<file path="src/rtl/ct_had_ddu_ctrl_if.sv">
// Bundle between the HAD upload engine, the JTAG IR/state decode and the HAD regs block.
// master = upload engine side, slave = the JTAG decode / regs block side.
interface ct_had_ddu_ctrl_if #(
    parameter int DATAW = 64
);
    logic             had_ddu_en;
    logic             x_sm_xx_update_dr_en;
    logic             x_sm_xx_capture_dr_en;
    logic             ir_xx_uaddr_reg_sel;
    logic             ir_xx_udata_reg_sel;
    logic [63:0]      ir_xx_wdata;
    logic             regs_ddu_inst_ack;
    logic             regs_ddu_inst_done;
    logic             regs_ddu_inst_excp;
    logic [DATAW-1:0] regs_ddu_wbbr;

    logic             ddu_regs_inst_vld;
    logic [31:0]      ddu_regs_ir;
    logic             ddu_regs_ffy;
    logic [63:0]      ddu_regs_wbbr;
    logic [63:0]      ddu_regs_uaddr;
    logic [DATAW-1:0] ddu_regs_udata;
    logic [2:0]       ddu_regs_status;

    modport master (
        input  had_ddu_en, x_sm_xx_update_dr_en, x_sm_xx_capture_dr_en,
               ir_xx_uaddr_reg_sel, ir_xx_udata_reg_sel, ir_xx_wdata,
               regs_ddu_inst_ack, regs_ddu_inst_done, regs_ddu_inst_excp, regs_ddu_wbbr,
        output ddu_regs_inst_vld, ddu_regs_ir, ddu_regs_ffy, ddu_regs_wbbr,
               ddu_regs_uaddr, ddu_regs_udata, ddu_regs_status
    );

    modport slave (
        output had_ddu_en, x_sm_xx_update_dr_en, x_sm_xx_capture_dr_en,
               ir_xx_uaddr_reg_sel, ir_xx_udata_reg_sel, ir_xx_wdata,
               regs_ddu_inst_ack, regs_ddu_inst_done, regs_ddu_inst_excp, regs_ddu_wbbr,
        input  ddu_regs_inst_vld, ddu_regs_ir, ddu_regs_ffy, ddu_regs_wbbr,
               ddu_regs_uaddr, ddu_regs_udata, ddu_regs_status
    );
endinterface

</file>
<file path="src/rtl/ct_had_ddu_ctrl.sv">
// HAD debug data upload engine: per beat, injects an address load into x1 and
// `ld x2,0(x1)`, captures the load result for JTAG scan-out, then steps the address by 8.
module ct_had_ddu_ctrl #(
    parameter int ADDRW = 40,
    parameter int DATAW = 64
) (
    input  logic                 cpuclk,
    input  logic                 cpurst,
    ct_had_ddu_ctrl_if.master    bus
);

    localparam logic [2:0] IDLE      = 3'd0;
    localparam logic [2:0] ADDR_REQ  = 3'd1;
    localparam logic [2:0] ADDR_WAIT = 3'd2;
    localparam logic [2:0] LD_REQ    = 3'd3;
    localparam logic [2:0] LD_WAIT   = 3'd4;
    localparam logic [2:0] FULL      = 3'd5;

    localparam logic [31:0] IR_ADDR = 32'h0000_8093;
    localparam logic [31:0] IR_LD   = 32'h0000_B103;

    logic [2:0]       state_q, state_d;
    logic [63:0]      uaddr_q, uaddr_d;
    logic [DATAW-1:0] udata_q, udata_d;
    logic             err_q,   err_d;
    logic             dvld_q,  dvld_d;

    logic             start_s;
    logic             capture_s;
    logic             busy_s;
    logic             vld_s;
    logic [31:0]      ir_s;
    logic             ffy_s;
    logic [63:0]      wbbr_s;

    assign start_s   = bus.x_sm_xx_update_dr_en & bus.ir_xx_uaddr_reg_sel & bus.had_ddu_en;
    assign capture_s = bus.x_sm_xx_capture_dr_en & bus.ir_xx_udata_reg_sel;

    // Next-state and datapath update; a disable never abandons an instruction already acked.
    always_comb begin
        state_d = state_q;
        uaddr_d = uaddr_q;
        udata_d = udata_q;
        err_d   = err_q;
        dvld_d  = dvld_q;
        case (state_q)
            IDLE: begin
                if (start_s) begin
                    uaddr_d = bus.ir_xx_wdata;
                    err_d   = 1'b0;
                    dvld_d  = 1'b0;
                    state_d = ADDR_REQ;
                end else begin
                    state_d = IDLE;
                end
            end
            ADDR_REQ: begin
                if (bus.regs_ddu_inst_ack) begin
                    state_d = ADDR_WAIT;
                end else if (!bus.had_ddu_en) begin
                    state_d = IDLE;
                end else begin
                    state_d = ADDR_REQ;
                end
            end
            ADDR_WAIT: begin
                if (!bus.regs_ddu_inst_done) begin
                    state_d = ADDR_WAIT;
                end else if (!bus.had_ddu_en) begin
                    state_d = IDLE;
                end else if (bus.regs_ddu_inst_excp) begin
                    err_d   = 1'b1;
                    state_d = IDLE;
                end else begin
                    state_d = LD_REQ;
                end
            end
            LD_REQ: begin
                if (bus.regs_ddu_inst_ack) begin
                    state_d = LD_WAIT;
                end else if (!bus.had_ddu_en) begin
                    state_d = IDLE;
                end else begin
                    state_d = LD_REQ;
                end
            end
            LD_WAIT: begin
                if (!bus.regs_ddu_inst_done) begin
                    state_d = LD_WAIT;
                end else if (!bus.had_ddu_en) begin
                    state_d = IDLE;
                end else if (bus.regs_ddu_inst_excp) begin
                    err_d   = 1'b1;
                    state_d = IDLE;
                end else begin
                    udata_d = bus.regs_ddu_wbbr;
                    dvld_d  = 1'b1;
                    state_d = FULL;
                end
            end
            FULL: begin
                if (!bus.had_ddu_en) begin
                    state_d = IDLE;
                end else if (capture_s) begin
                    dvld_d  = 1'b0;
                    uaddr_d = uaddr_q + 64'd8;
                    state_d = ADDR_REQ;
                end else begin
                    state_d = FULL;
                end
            end
            default: begin
                state_d = IDLE;
            end
        endcase
    end

    // State and datapath registers with synchronous reset.
    always_ff @(posedge cpuclk) begin
        if (cpurst) begin
            state_q <= IDLE;
            uaddr_q <= 64'd0;
            udata_q <= {DATAW{1'b0}};
            err_q   <= 1'b0;
            dvld_q  <= 1'b0;
        end else begin
            state_q <= state_d;
            uaddr_q <= uaddr_d;
            udata_q <= udata_d;
            err_q   <= err_d;
            dvld_q  <= dvld_d;
        end
    end

    // Injection request decoded from state; the LD encoding is the idle default.
    always_comb begin
        vld_s  = 1'b0;
        ir_s   = IR_LD;
        ffy_s  = 1'b0;
        wbbr_s = 64'd0;
        case (state_q)
            ADDR_REQ: begin
                vld_s  = 1'b1;
                ir_s   = IR_ADDR;
                ffy_s  = 1'b1;
                wbbr_s = {{(64-ADDRW){1'b0}}, uaddr_q[ADDRW-1:0]};
            end
            LD_REQ: begin
                vld_s  = 1'b1;
            end
            default: begin
                vld_s  = 1'b0;
            end
        endcase
    end

    assign busy_s = (state_q != IDLE) && (state_q != FULL);

    assign bus.ddu_regs_inst_vld = vld_s;
    assign bus.ddu_regs_ir       = ir_s;
    assign bus.ddu_regs_ffy      = ffy_s;
    assign bus.ddu_regs_wbbr     = wbbr_s;
    assign bus.ddu_regs_uaddr    = uaddr_q;
    assign bus.ddu_regs_udata    = udata_q;
    assign bus.ddu_regs_status   = {err_q, busy_s, dvld_q};

endmodule

</file>
<file path="src/flat_wrapper.sv">
// flat-port wrapper written by rule: the top's interface ports become plain ports
module ct_had_ddu_ctrl_flat 
#(
    parameter int ADDRW = 40,
    parameter int DATAW = 64
)
  (cpuclk, cpurst, bus_had_ddu_en, bus_x_sm_xx_update_dr_en, bus_x_sm_xx_capture_dr_en, bus_ir_xx_uaddr_reg_sel, bus_ir_xx_udata_reg_sel, bus_ir_xx_wdata, bus_regs_ddu_inst_ack, bus_regs_ddu_inst_done, bus_regs_ddu_inst_excp, bus_regs_ddu_wbbr, bus_ddu_regs_inst_vld, bus_ddu_regs_ir, bus_ddu_regs_ffy, bus_ddu_regs_wbbr, bus_ddu_regs_uaddr, bus_ddu_regs_udata, bus_ddu_regs_status);
  ct_had_ddu_ctrl_if #(.DATAW(DATAW)) bus_i ();
  input  logic cpuclk;
  input  logic cpurst;
  input wire logic [$bits(bus_i.had_ddu_en)-1:0] bus_had_ddu_en;
  input wire logic [$bits(bus_i.x_sm_xx_update_dr_en)-1:0] bus_x_sm_xx_update_dr_en;
  input wire logic [$bits(bus_i.x_sm_xx_capture_dr_en)-1:0] bus_x_sm_xx_capture_dr_en;
  input wire logic [$bits(bus_i.ir_xx_uaddr_reg_sel)-1:0] bus_ir_xx_uaddr_reg_sel;
  input wire logic [$bits(bus_i.ir_xx_udata_reg_sel)-1:0] bus_ir_xx_udata_reg_sel;
  input wire logic [$bits(bus_i.ir_xx_wdata)-1:0] bus_ir_xx_wdata;
  input wire logic [$bits(bus_i.regs_ddu_inst_ack)-1:0] bus_regs_ddu_inst_ack;
  input wire logic [$bits(bus_i.regs_ddu_inst_done)-1:0] bus_regs_ddu_inst_done;
  input wire logic [$bits(bus_i.regs_ddu_inst_excp)-1:0] bus_regs_ddu_inst_excp;
  input wire logic [$bits(bus_i.regs_ddu_wbbr)-1:0] bus_regs_ddu_wbbr;
  output wire logic [$bits(bus_i.ddu_regs_inst_vld)-1:0] bus_ddu_regs_inst_vld;
  output wire logic [$bits(bus_i.ddu_regs_ir)-1:0] bus_ddu_regs_ir;
  output wire logic [$bits(bus_i.ddu_regs_ffy)-1:0] bus_ddu_regs_ffy;
  output wire logic [$bits(bus_i.ddu_regs_wbbr)-1:0] bus_ddu_regs_wbbr;
  output wire logic [$bits(bus_i.ddu_regs_uaddr)-1:0] bus_ddu_regs_uaddr;
  output wire logic [$bits(bus_i.ddu_regs_udata)-1:0] bus_ddu_regs_udata;
  output wire logic [$bits(bus_i.ddu_regs_status)-1:0] bus_ddu_regs_status;
  assign bus_i.had_ddu_en = bus_had_ddu_en;
  assign bus_i.x_sm_xx_update_dr_en = bus_x_sm_xx_update_dr_en;
  assign bus_i.x_sm_xx_capture_dr_en = bus_x_sm_xx_capture_dr_en;
  assign bus_i.ir_xx_uaddr_reg_sel = bus_ir_xx_uaddr_reg_sel;
  assign bus_i.ir_xx_udata_reg_sel = bus_ir_xx_udata_reg_sel;
  assign bus_i.ir_xx_wdata = bus_ir_xx_wdata;
  assign bus_i.regs_ddu_inst_ack = bus_regs_ddu_inst_ack;
  assign bus_i.regs_ddu_inst_done = bus_regs_ddu_inst_done;
  assign bus_i.regs_ddu_inst_excp = bus_regs_ddu_inst_excp;
  assign bus_i.regs_ddu_wbbr = bus_regs_ddu_wbbr;
  assign bus_ddu_regs_inst_vld = bus_i.ddu_regs_inst_vld;
  assign bus_ddu_regs_ir = bus_i.ddu_regs_ir;
  assign bus_ddu_regs_ffy = bus_i.ddu_regs_ffy;
  assign bus_ddu_regs_wbbr = bus_i.ddu_regs_wbbr;
  assign bus_ddu_regs_uaddr = bus_i.ddu_regs_uaddr;
  assign bus_ddu_regs_udata = bus_i.ddu_regs_udata;
  assign bus_ddu_regs_status = bus_i.ddu_regs_status;
  ct_had_ddu_ctrl #(.ADDRW(ADDRW), .DATAW(DATAW)) u_core (.cpuclk(cpuclk), .cpurst(cpurst), .bus(bus_i));
endmodule
</file>
<file path="config.mk">
export PLATFORM = sky130hd
export DESIGN_NAME = ct_had_ddu_ctrl_flat
export DESIGN_NICKNAME = d
export VERILOG_FILES = /design/src/rtl/ct_had_ddu_ctrl_if.sv /design/src/rtl/ct_had_ddu_ctrl.sv /design/src/flat_wrapper.sv
export SDC_FILE = /design/constraint.sdc
export NUM_CORES = 1
export LEC_CHECK = 0
export CAP_MARGIN = 20
export CORE_MARGIN = 3
export CORE_UTILIZATION = 37
export CTS_CLUSTER_DIAMETER = 80
export DETAILED_ROUTE_END_ITERATION = 10
export HOLD_SLACK_MARGIN = 0.1
export PLACE_DENSITY_LB_ADDON = 0.3
export RECOVER_POWER = 50
export SLEW_MARGIN = 0
export SYNTH_ARGS = -nofsm -noshare
export SYNTH_HDL_FRONTEND = slang
export SYNTH_SLANG_ARGS = --single-unit
</file>
<file path="constraint.sdc">
create_clock -name cpuclk -period 2.51 [get_ports cpuclk]
set_clock_uncertainty 0.05 [all_clocks]
set_input_delay 0.3765 -clock cpuclk [delete_from_list [all_inputs] [get_ports cpuclk]]
set_output_delay 0.3765 -clock cpuclk [all_outputs]
set_load 0.005 [all_outputs]
</file>
==> qor.csv, run 1 <==
stage;metric;value;unit
sta;Max Freq;405.4;MHz
yosys;share of the synthesized area in the top cell type;35.43;%
placement;Post-DP HPWL;20550;µm
yosys;Post-Synth Simple-Gate Area;31.72;%
clocking;H-Tree Depth;4;
final_layout;fin nets;1515;
sta;pins over their slew limit;0;
final_layout;final core utilization;60.68;%
final_layout;fin cells;1655;
final_layout;commonest cells after routing, fill and taps aside;310 x clkdlybuf4s50_1, 204 x nand2_1, 120 x dfxtp_1;
detailed_routing;Initial DRC Count;731;
setup_path;Crit path arrival time;2.04;ns
yosys;largest family of logic cells by synthesized area;simple AND/OR/NAND/NOR gates;
clocking;Clock transition at path regs;0.06;ns
clocking;later-pin clock latency in the skew report;0.43;ns
setup_path;Slowest cell on crit path;clkdlybuf4s50_1;
yosys;Synth Area per Inst;7.254;µm²
sta;final worst slack;0.04352;ns
sta;actual slew at the worst max-slew pin;0.6685;ns
yosys;Synth area leader;dfxtp_1;
power;pwr dens;455.9;mW/mm²
placement;placed insts;1616;
yosys;multiplexer share of the synthesized area;1.632;%
yosys;Post-synth EDFFs;0;
setup_path;Crit. End Element;output pin;
grt;GRT Total Usage;24.54;%
placement;gpl congestion;0.8432;
clocking;Clock Sink Count;133;
sta;Final setup violation count;0;
detailed_routing;WL per Instance;17.41;µm
setup_path;critical path required time;2.08;ns
status;status;completed;
clocking;Clk Tree Root Cell;clkbuf_16;
clocking;clock buffer depth;2;
placement;worst slack at placement;0.002982;ns
yosys;largest cells by area after synthesis;dfxtp_1 35%, nand2_1 10%, a21oi_1 7.7%, buf_4 5.9%, and2_1 3.8%;
sta;period utilisation layout;98.27;%
grt;initial antenna violation count;1;
sta;max_slew headroom;55.44;%
detailed_routing;ANT nets after route;0;
grt;vias in the first global route;8116;
power;Static Leak;4.414;nW
worst_hold_path;Worst Hold Class;in2reg;
sta;Final Hold Vio Count;0;
final_layout;Final Cell Area;0.01196;mm²
floorplan;I/O Pins;367;
final_layout;fillers;1764;
yosys;FF+latch count, synth;133;
yosys;Distinct cells, synth;55;
yosys;complex-gate fraction of the synthesized area;20.46;%
placement;PortBufs;315;
setup_path;Crit Path Category;reg2out;
yosys;synthesized instance count;1036;
yosys;sequential area share after synthesis;35.43;%
job;max cap viols;0;
final_layout;share of cells above drive strength 1;11.95;%
yosys;asr flop ratio synth;0;%
setup_path;Max stage delay on crit path;0.49;ns
grt;largest net degree at the start of global routing;65;
setup_path;critical path cell sequence;nor2b_4 > nor2b_4 > buf_12 > clkbuf_16 > and2_2 > clkdlybuf4s50_1;
floorplan;Die ar.;0.02206;mm²
detailed_routing;Vias;8783;
setup_path;Buf/Inv on CP;3;
grt;global route total overflow;0;
floorplan;site row count;51;
yosys;Adder-Cell Fraction of Synth Area;0.1665;%
floorplan;Die X;148.5;µm
floorplan;Initial Utilization;38.11;%
setup_path;CP most frequent cell;nor2b_4;
sta;post-route minimum period;2.466;ns
yosys;Main synth FF type;dfxtp_1;
final_layout;Layout area overhead;59.21;%
setup_path;Max FO, Critical Path;6;
detailed_routing;DR pass1 iterations;7;
setup_path;crit start category;register;
floorplan;Die H;148.5;µm
yosys;Post-Syn Area;0.007515;mm²
setup_path;CP top delay family;buffers and inverters;
yosys;Ys Warns;0;
power;Worst VDD drop;0.4812;mV
placement;Placement Cell Area;0.01122;mm²
final_layout;most common cell after layout, fill and taps aside;clkdlybuf4s50_1;
detailed_routing;DRC;0;
clocking;CTS tree;done;
yosys;post-synthesis xor/xnor area fraction;0.1166;%
floorplan;core region area;0.01972;mm²
detailed_routing;DR vias/cell;5.307;
grt;first-pass GRT wire length;43900;µm
detailed_routing;final wirelength;28820;µm
clocking;total CTS buffers;17;
## power breakdown
group          internal, mW  total, mW  switching (mW)
Combinational         0.383      0.653           0.270
Sequential             2.15       2.19          0.0377
Clock                  1.55       2.61            1.07
Total                  4.08       5.45            1.37
## cells in the mapped netlist (13+ instances only)
cell type and count:
o21ai_0 36, nand3_1 46, buf_4 59, a21oi_1 115, o211ai_1 13, and3_1 33, dfxtp_1 133, nand2_1 204
nor2_1 50, nor4_1 14, nor3_1 21, a22oi_1 19, clkbuf_1 65, a31oi_1 19, and2_1 46, nand4_1 20
## layer usage
metal | GRT usage, % | share of wire, % | routed length [µm]
met3 | 6.399 | 8.9 | 2555
met2 | 39.58 | 47 | 13650
met1 | 32.14 | 41 | 11910
met4 | 7.898 | 2.4 | 702
met5 | 0 | 0 | 0
## cell families after synthesis
group	Yosys count
simple gates	487
mux	12
flops	133
xor+xnor	1
fa+ha+maj	1
compound gates	256
buf+inv	144
other cells	2
## timing repair
item / CTS / global route
cloned: 0 / 3
endpoints found under the setup margin: 40 / 51
hold buffers: 0 / 0
resized for setup: 5 / 11
pin swaps: 0 / 1
setup buffers: 0 / 3
## sequential cells by signal (all words and copies together) (netlist names)
register	cells
u_core.bus.ddu_regs_udata	64
u_core.bus.ddu_regs_uaddr	64
u_core.dvld_q	1
u_core.state_q	3
u_core.err_q	1
## metrics by stage
stage               total power, mW  hold slack (ns)  TNS, ns
finish                        5.454           0.2837        0
CTS                           5.466           0.2698        0
global route                  5.630           0.2845  -0.1199
detailed placement            2.864           0.3955        0
global placement              2.859           0.3900        0
floorplan                     2.499           0.4005        0
## worst paths after layout
path	start	end	slack, ns	cells past startpoint
worst max-delay path	u_core.state_q[2]$_SDFF_PP0_	bus_ddu_regs_wbbr[15]	0.04	6
worst min-delay path	cpurst	u_core.bus.ddu_regs_udata[14]$_SDFFE_PP0P_	0.28	2
worst max register to register	u_core.bus.ddu_regs_uaddr[3]$_SDFFE_PP0P_	u_core.bus.ddu_regs_uaddr[60]$_SDFFE_PP0P_	0.13	8
worst min register to register	u_core.bus.ddu_regs_udata[49]$_SDFFE_PP0P_	u_core.bus.ddu_regs_udata[49]$_SDFFE_PP0P_	0.40	2
## cell type report
| type | instances | area (µm²) | area share (%) |
|---|---|---|---|
| clock inverter | 14 | 162.7 | 1.360 |
| sequential | 133 | 2684 | 22.43 |
| multi-input combinational | 808 | 4327 | 36.16 |
| antenna | 1 | 2.502 | 0.02092 |
| tap | 265 | 331.6 | 2.771 |
| timing repair buffer | 411 | 3988 | 33.33 |
| clock buffer | 18 | 450.4 | 3.765 |
| inverter | 5 | 18.77 | 0.1569 |
(Power assumes the default switching activity.)
==> inputs of run 2 (changes only) <==
--- a/config.mk
+++ b/config.mk
@@ -9,6 +9,7 @@
 export CORE_MARGIN = 3
 export CORE_UTILIZATION = 37
 export CTS_CLUSTER_DIAMETER = 80
+export CTS_CLUSTER_SIZE = 24
 export DETAILED_ROUTE_END_ITERATION = 10
 export HOLD_SLACK_MARGIN = 0.1
 export PLACE_DENSITY_LB_ADDON = 0.3
==> results of run 2 <==
Same layout as run 1: the final DEF is identical, and so are final timing and power.
